**config.mk**
```make
export PLATFORM = sky130hd
export DESIGN_NAME = eth_rx_stat_fifo
export DESIGN_NICKNAME = d
export VERILOG_FILES = /design/src/rtl/eth_rx_stat_fifo.sv
export SDC_FILE = /design/constraint.sdc
export NUM_CORES = 1
export LEC_CHECK = 0
export BUFFER_PORTS_ARGS = -buffer_cell sky130_fd_sc_hd__buf_2
export CORE_ASPECT_RATIO = 0.7
export CORE_MARGIN = 8
export CORE_UTILIZATION = 45
export CTS_CLUSTER_DIAMETER = 120
export DETAILED_ROUTE_END_ITERATION = 6
export PLACE_DENSITY = 0.76
export RECOVER_POWER = 25
export SLEW_MARGIN = 10
export SYNTH_ARGS = -nofsm -noshare
export SYNTH_HDL_FRONTEND = slang
export SYNTH_SLANG_ARGS = --single-unit
export TNS_END_PERCENT = 30
```
**constraint.sdc**
```tcl
create_clock -name clk -period 2.4 [get_ports clk]
set_clock_uncertainty 0.1 [all_clocks]
set_input_delay 0.36 -clock clk [delete_from_list [all_inputs] [get_ports clk]]
set_output_delay 0.36 -clock clk [all_outputs]
set_load 0.01 [all_outputs]
```
**src/rtl/eth_rx_stat_fifo.sv**
```systemverilog
// Show-ahead status FIFO, depth 2**AW, with a sticky overflow flag for dropped pushes.
module eth_rx_stat_fifo #(
    parameter int AW = 2,
    parameter int DW = 32
) (
    input  logic          clk,
    input  logic          rst_n,
    input  logic          push,
    input  logic [DW-1:0] din,
    input  logic          pull,
    output logic [DW-1:0] dout,
    output logic          full,
    output logic          empty,
    output logic          ovf
);
    localparam int DEPTH = 1 << AW;

    logic [DW-1:0] mem [DEPTH];
    logic [AW:0]   wr_ptr;
    logic [AW:0]   rd_ptr;
    logic          do_push;
    logic          do_pull;

    assign empty = (wr_ptr == rd_ptr);
    assign full  = (wr_ptr[AW] != rd_ptr[AW]) && (wr_ptr[AW-1:0] == rd_ptr[AW-1:0]);
    // A pull on a full FIFO frees the slot the same-cycle push lands in.
    assign do_pull = pull && !empty;
    assign do_push = push && (!full || do_pull);
    assign dout    = empty ? '0 : mem[rd_ptr[AW-1:0]];

    always_ff @(posedge clk or negedge rst_n) begin
        if (!rst_n) begin
            wr_ptr <= '0;
            rd_ptr <= '0;
            ovf    <= 1'b0;
        end else begin
            if (do_push) wr_ptr <= wr_ptr + 1'b1;
            if (do_pull) rd_ptr <= rd_ptr + 1'b1;
            if (push && !do_push) ovf <= 1'b1;
        end
    end

    always_ff @(posedge clk) begin
        if (do_push) mem[wr_ptr[AW-1:0]] <= din;
    end

endmodule

```
# ---- Word level (Yosys, flattened, before mapping)
# Memory sizes are Yosys's and may differ from the RTL's.
# Index checks and enable logic that the tools add are counted.
dict set report totals {
  output_inout_bits 35
  latch_bits 0
  memories 1
  rom_bits 0
  ram_bits 128
  elab_cells 20
  register_bits 7
}
dict set report op_classes {
  div 0
  n_reduce_logical 8
  n_lt_le_gt_ge 0
  add_sub_neg 2
  muxes 3
  multipliers 0
  n_eq_ne 3
  bitwise 0
  n_shift 0
}
# name depth word_bits rd rd_clocked_by_memory_dff wr line
set memory_table {}
lappend memory_table {mem 4 32 1 0 1 18} ;# logic [DW-1:0] mem [DEPTH];
# operator n
set ops {}
lappend ops {{two-way mux 32 bit} 1}
lappend ops {{adder 3 x 1 -> 3 bit, second input constant} 2}
lappend ops {{logical AND 1 bit} 4}
lappend ops {{equality test 3 bit} 1}
lappend ops {{zero test 1 bit} 3}
lappend ops {{equality test 2 bit} 1}
lappend ops {{two-way mux 1 bit} 2}
lappend ops {{logical OR 1 bit} 1}
lappend ops {{!= test 1 bit} 1}

# ---- Longest topological paths before layout
dict set report logic_depth {
  depth_word 7
  mapped_depth 5
  mapped_depth_nobuf 3
}

# ---- Worst setup path before layout
# Ideal clock, no wire load.
dict set report synth_path {
  path_type {flip-flop to flip-flop}
  startpoint {register rd_ptr[0]}
  endpoint {memory mem[3][0] (enable)}
  stages_incl_launch_ff 5
  arrival_time_ps 1635
  slack_ps 291
  period_less_slack_ps 2109
  required_time_ps 1926
  path_buffers 1
  cell_sequence {dfrtp_1 > buf_2 > xor2_1 > or4_4 > and3_2}
}
dict set report synth_between {
  elab_chain_len 7
  word_cells_on_any_way 10
  cone_classes {eq/ne: 2; mux: 2; reduce/logical: 6}
}
# element line
set synth_rtl {}
lappend synth_rtl {{from (decl)} 20} ;# logic [AW:0] rd_ptr;
lappend synth_rtl {{from (signal assigned)} 38} ;# if (do_pull) rd_ptr <= rd_ptr + 1'b1;
lappend synth_rtl {{equality test 3 bit / equality test 2 bit (equally long branches)} {24, 25}}
lappend synth_rtl {{zero test 1 bit / logical AND 1 bit (equally long branches)} {27, 25}}
lappend synth_rtl {{logical AND 1 bit / zero test 1 bit (equally long branches)} {27, 28}}
lappend synth_rtl {{logical OR 1 bit *} 28} ;# assign do_push = push && (!full || do_pull);
lappend synth_rtl {{logical AND 1 bit *} 28}
lappend synth_rtl {{two-way mux 1 bit *} 44} ;# if (do_push) mem[wr_ptr[AW-1:0]] <= din;
lappend synth_rtl {{two-way mux 1 bit (not written as such) *} 44}
lappend synth_rtl {{to (decl)} 18}
# Every way passes the cells marked *; elsewhere a longest branch is shown, timed or not.

# ---- Worst setup path after layout
dict set report layout_path {
  startpoint {register rd_ptr[0]}
  endpoint {output dout[23]}
}
dict set report layout_between {
  elab_chain_len 2
  word_cells_on_any_way 3
  cone_classes {eq/ne: 1; mux: 1; memory: 1}
}
# element line
set layout_rtl {}
lappend layout_rtl {{memory (4 x 32 bit) / equality test 3 bit (equally long branches)} n/a}
lappend layout_rtl {{two-way mux 32 bit *} 29} ;# assign dout = empty ? '0 : mem[rd_ptr[AW-1:0]];
lappend layout_rtl {{to (decl)} 11} ;# output logic [DW-1:0] dout,
# Marked as above.

==> results.tsv <==
stage	metric	value	unit
status	outcome	completed	
power	total power	10.0	mW
logic_synthesis	Synth top area share	72.7	%
die	Starting Density	45.7	%
worst_setup_path	Max stage delay on crit path	0.41	ns
die	Die Wd	146	um
logic_synthesis	Synth Flop Type	edfxtp_1	
power	Sw Pwr	3.21	mW
logic_synthesis	post-synthesis cell area	5280	sq um
placement	DP HPWL	6.37	mm
worst_setup_path	critical path arrival	1.92	ns
worst_setup_path	R2R setup slack	0.09	ns
power	share of power burned in registers	33.3	%
sta	Least-Margin Pin Slew	0.571	ns
routing	via-per-instance ratio	5.18	
routing	number of remaining DRC errors	0	
min_path	Tightest Hold Check Type	in2reg	
clocking	Clock Path Buffers	2	
logic_synthesis	cell taking the most area after synthesis	edfxtp_1	
cells_and_area	Layout Area Growth over Synthesis	28.9	%
routing	drt wl/cell	21.0	um
sta	RSZ-0062 raised after global routing	true	
logic_synthesis	synthesized flop and latch total	135	
worst_setup_path	CP endpoint kind	primary output	
die	Ports	71	
cells_and_area	layout cells sized above 1	44.0	%
sta	minimum clock period	2.38	ns
grt	global-route wire length before repair	17.1	mm
cells_and_area	Final nets	386	
die	core area	11600	sq um
logic_synthesis	Post-synth EDFFs	128	
placement	Port Buf Inserts	70	
power	Comb pwr share	39.9	%
sta	Final Max Slew Viols	0	
logic_synthesis	cell count after synthesis	243	
power	Lkg Pwr	2.39	nW
worst_setup_path	crit-path cells	buf_12 > xor2_4 > nor3_4 > buf_12 > buf_4 > nor2b_1 > buf_2	
routing	Starting DRT DRC Count	196	
cells_and_area	Non-Filler Instances	514	
power	Power Dens Cells	1470	nW/um^2
clocking	worst skew pair latency	0.41	ns
grt	Global Route Usage Sum	14.8	%
power	clock power share	26.8	%
sta	worst hold slack	0.0760	ns
logic_synthesis	cell with the most instances after synthesis	edfxtp_1	
cells_and_area	diode count	0	
min_path	Worst Hold Depth	1	
worst_setup_path	Worst R2R Path Depth	5	
cells_and_area	Design Area, Final	6810	sq um
sta	Setup violations, final	0	
worst_setup_path	RR Startpoint	wr_ptr[1]$_DFFE_PN0P_	
logic_synthesis	synthesized area per cell	21.7	sq um
run	max-cap violations	0	
die	Die Span Y	107	um
die	Die ar.	15500	sq um
clocking	H-tree Lvls	4	
sta	Final Cycle Share	99.1	%
routing	post-route ant nets	0	
worst_setup_path	crit start category	flip-flop	
grt	vias in the first global route	3003	
routing	vias	2661	
worst_setup_path	reg2reg end	mem[3][6]$_DFFE_PP_	
sta	final hold viol count	0	
power	Peak supply drop	780	uV
sta	Max Freq	420	MHz
routing	DRT Pass-1 Iters	4	
worst_setup_path	Worst Path Max Fanout	8	
die	row count	33	
routing	DRT Wirelength	10.8	mm
logic_synthesis	largest cells by area after synthesis	edfxtp_1, mux4_2, nor2b_1	
worst_setup_path	critical path class	reg2out	
logic_synthesis	Yosys cell types	26	
logic_synthesis	synth cell count leaders	edfxtp_1, mux4_2, nor2b_1	
clocking	# clock sinks	135	
grt	grt ovf	0	
logic_synthesis	syn nets	284	
sta	max_slew headroom	61.5	%
logic_synthesis	Yosys Warn Count	0	
worst_setup_path	worst path required time	1.94	ns
power	Switching Share	32.1	%
placement	Post-Place Cells	472	
clocking	clock slew at reported path FFs	0.06	ns
placement	Post-DP Area	5960	sq um
placement	routability cong.	0.737	
logic_synthesis	ys async rst share	5.19	%
min_path	hold path startpoint	din[18]	
clocking	CTS Buf Count	17	
grt	initial antenna violation count	0	
power	Internal Power	6.80	mW
worst_setup_path	cell mode on critical path	buf_12	
worst_setup_path	crit path max-delay cell type	dfrtp_2	
logic_synthesis	register area share after synthesis	76.1	%
min_path	hold-critical path endpoint	mem[2][18]$_DFFE_PP_	
clocking	CTS tree	built	
grt	largest net degree at the start of global routing	35	
clocking	CTS Root Cell	clkbuf_16	
==> cells by family after synthesis <==
| group | count (synthesis) | share of synthesized area [%] |
|---|---|---|
| adder cells (fa/ha/maj) | 5 | 1.18 |
| multiplexers | 34 | 14.1 |
| AO/OA/AOI/OAI | 6 | 0.947 |
| XOR/XNOR | 7 | 1.30 |
| buffers and inverters | 14 | 1.16 |
| flip-flops | 135 | 76.1 |
| AND/OR/NAND/NOR | 42 | 5.28 |
==> per-stage QoR <==
step / setup TNS [ns] / worst slack, ns / utilization, %
6_report: 0 / 0.0216 / 58.9
5_1_grt: -0.774 / -0.0549 / 58.9
4_1_cts: -0.0226 / -0.00576 / 58.8
3_5_place_dp: -0.815 / -0.0809 / 51.6
3_3_place_gp: -0.00121 / -0.000676 / 51.6
2_1_floorplan: 0 / 0.291 / -
==> power by group through the flow <==
stage,sequential [mW],combinational [mW],clock [mW]
after floorplan,3.30,2.08,0
after global placement,3.31,3.37,0
after detailed placement,3.35,3.42,0
after CTS,3.33,3.97,2.73
after global routing,3.38,4.33,2.83
final,3.33,4.00,2.68
==> worst max-delay path by stage <==
stage	start	end	slack, ns	depth (start not counted)
after floorplan	rd_ptr[0]$_DFFE_PN0P_	mem[3][0]$_DFFE_PP_	0.29	4
after detailed placement	wr_ptr[2]$_DFFE_PN0P_	dout[4]	-0.08	5
after global placement	wr_ptr[1]$_DFFE_PN0P_	dout[11]	-0.0007	5
after CTS	rd_ptr[0]$_DFFE_PN0P_	dout[0]	-0.006	5
after global routing	rd_ptr[0]$_DFFE_PN0P_	dout[9]	-0.05	5
final	rd_ptr[0]$_DFFE_PN0P_	dout[23]	0.02	7
==> registers in the layout (all words and copies together) (netlist names) <==
name / flops
mem: 128
ovf: 1
rd_ptr: 3
wr_ptr: 3
==> cells in the final DEF (no fill, tap or decap), types with 2 or more instances in the layout <==
| cell type | netlist | routed |
|---|---|---|
| buf_2 | 4 | 50 |
| nor3_4 | 0 | 2 |
| inv_8 | 0 | 2 |
| mux4_2 | 32 | 32 |
| mux2_2 | 2 | 2 |
| nor2b_1 | 32 | 27 |
| bufinv_16 | 0 | 3 |
| inv_1 | 3 | 3 |
| nor2b_2 | 0 | 4 |
| edfxtp_1 | 128 | 128 |
| buf_16 | 0 | 2 |
| and3_2 | 4 | 4 |
| dfrtp_1 | 7 | 4 |
| buf_4 | 1 | 9 |
| dfrtp_2 | 0 | 3 |
| buf_12 | 0 | 10 |
| ha_1 | 5 | 5 |
| inv_6 | 0 | 6 |
| xor2_4 | 0 | 3 |
| clkbuf_1 | 6 | 19 |
| xnor2_1 | 4 | 4 |
| buf_6 | 0 | 2 |
| clkbuf_16 | 0 | 17 |
==> worst max-delay path: cells and delay by family, from the launching register on <==
kind	cells	cell delay [ns]
xor+xnor	1	0.18
buf+inv	4	0.62
flops	1	0.41
simple gates	2	0.30
==> metal layers <==
metal / vias to the layer above / part of all wire (%) / GRT usage, % / routed length [um]
met5: - / 0 / 0 / 0
met4: 0 / 0.46 / 4.15 / 50
met3: 8 / 6.6 / 6.10 / 710
met2: 78 / 49 / 23.7 / 5230
met1: 1379 / 44 / 18.5 / 4790
li1: 1196 / - / - / -
==> repair_timing <==
| action | in CTS | in global routing |
|---|---|---|
| gates cloned | 3 | 0 |
| hold endpoints to repair | 7 | 0 |
| resized for setup | 11 | 5 |
| setup buffers | 6 | 1 |
| pin swaps | 3 | 1 |
| hold buffers | 1 | 0 |
| setup endpoints to repair | 33 | 31 |
==> area by class of cell <==
| class | instances | area [sq um] |
|---|---|---|
| Fill cell | 834 | 4750 |
| Sequential cell | 135 | 4020 |
| Multi-Input combinational cell | 95 | 1290 |
| Timing Repair Buffer | 93 | 677 |
| Clock buffer | 17 | 425 |
| Tap cell | 157 | 196 |
| Clock inverter | 14 | 186 |
| Inverter | 3 | 11.3 |
No activity file was read; power rests on OpenSTA's default activity.
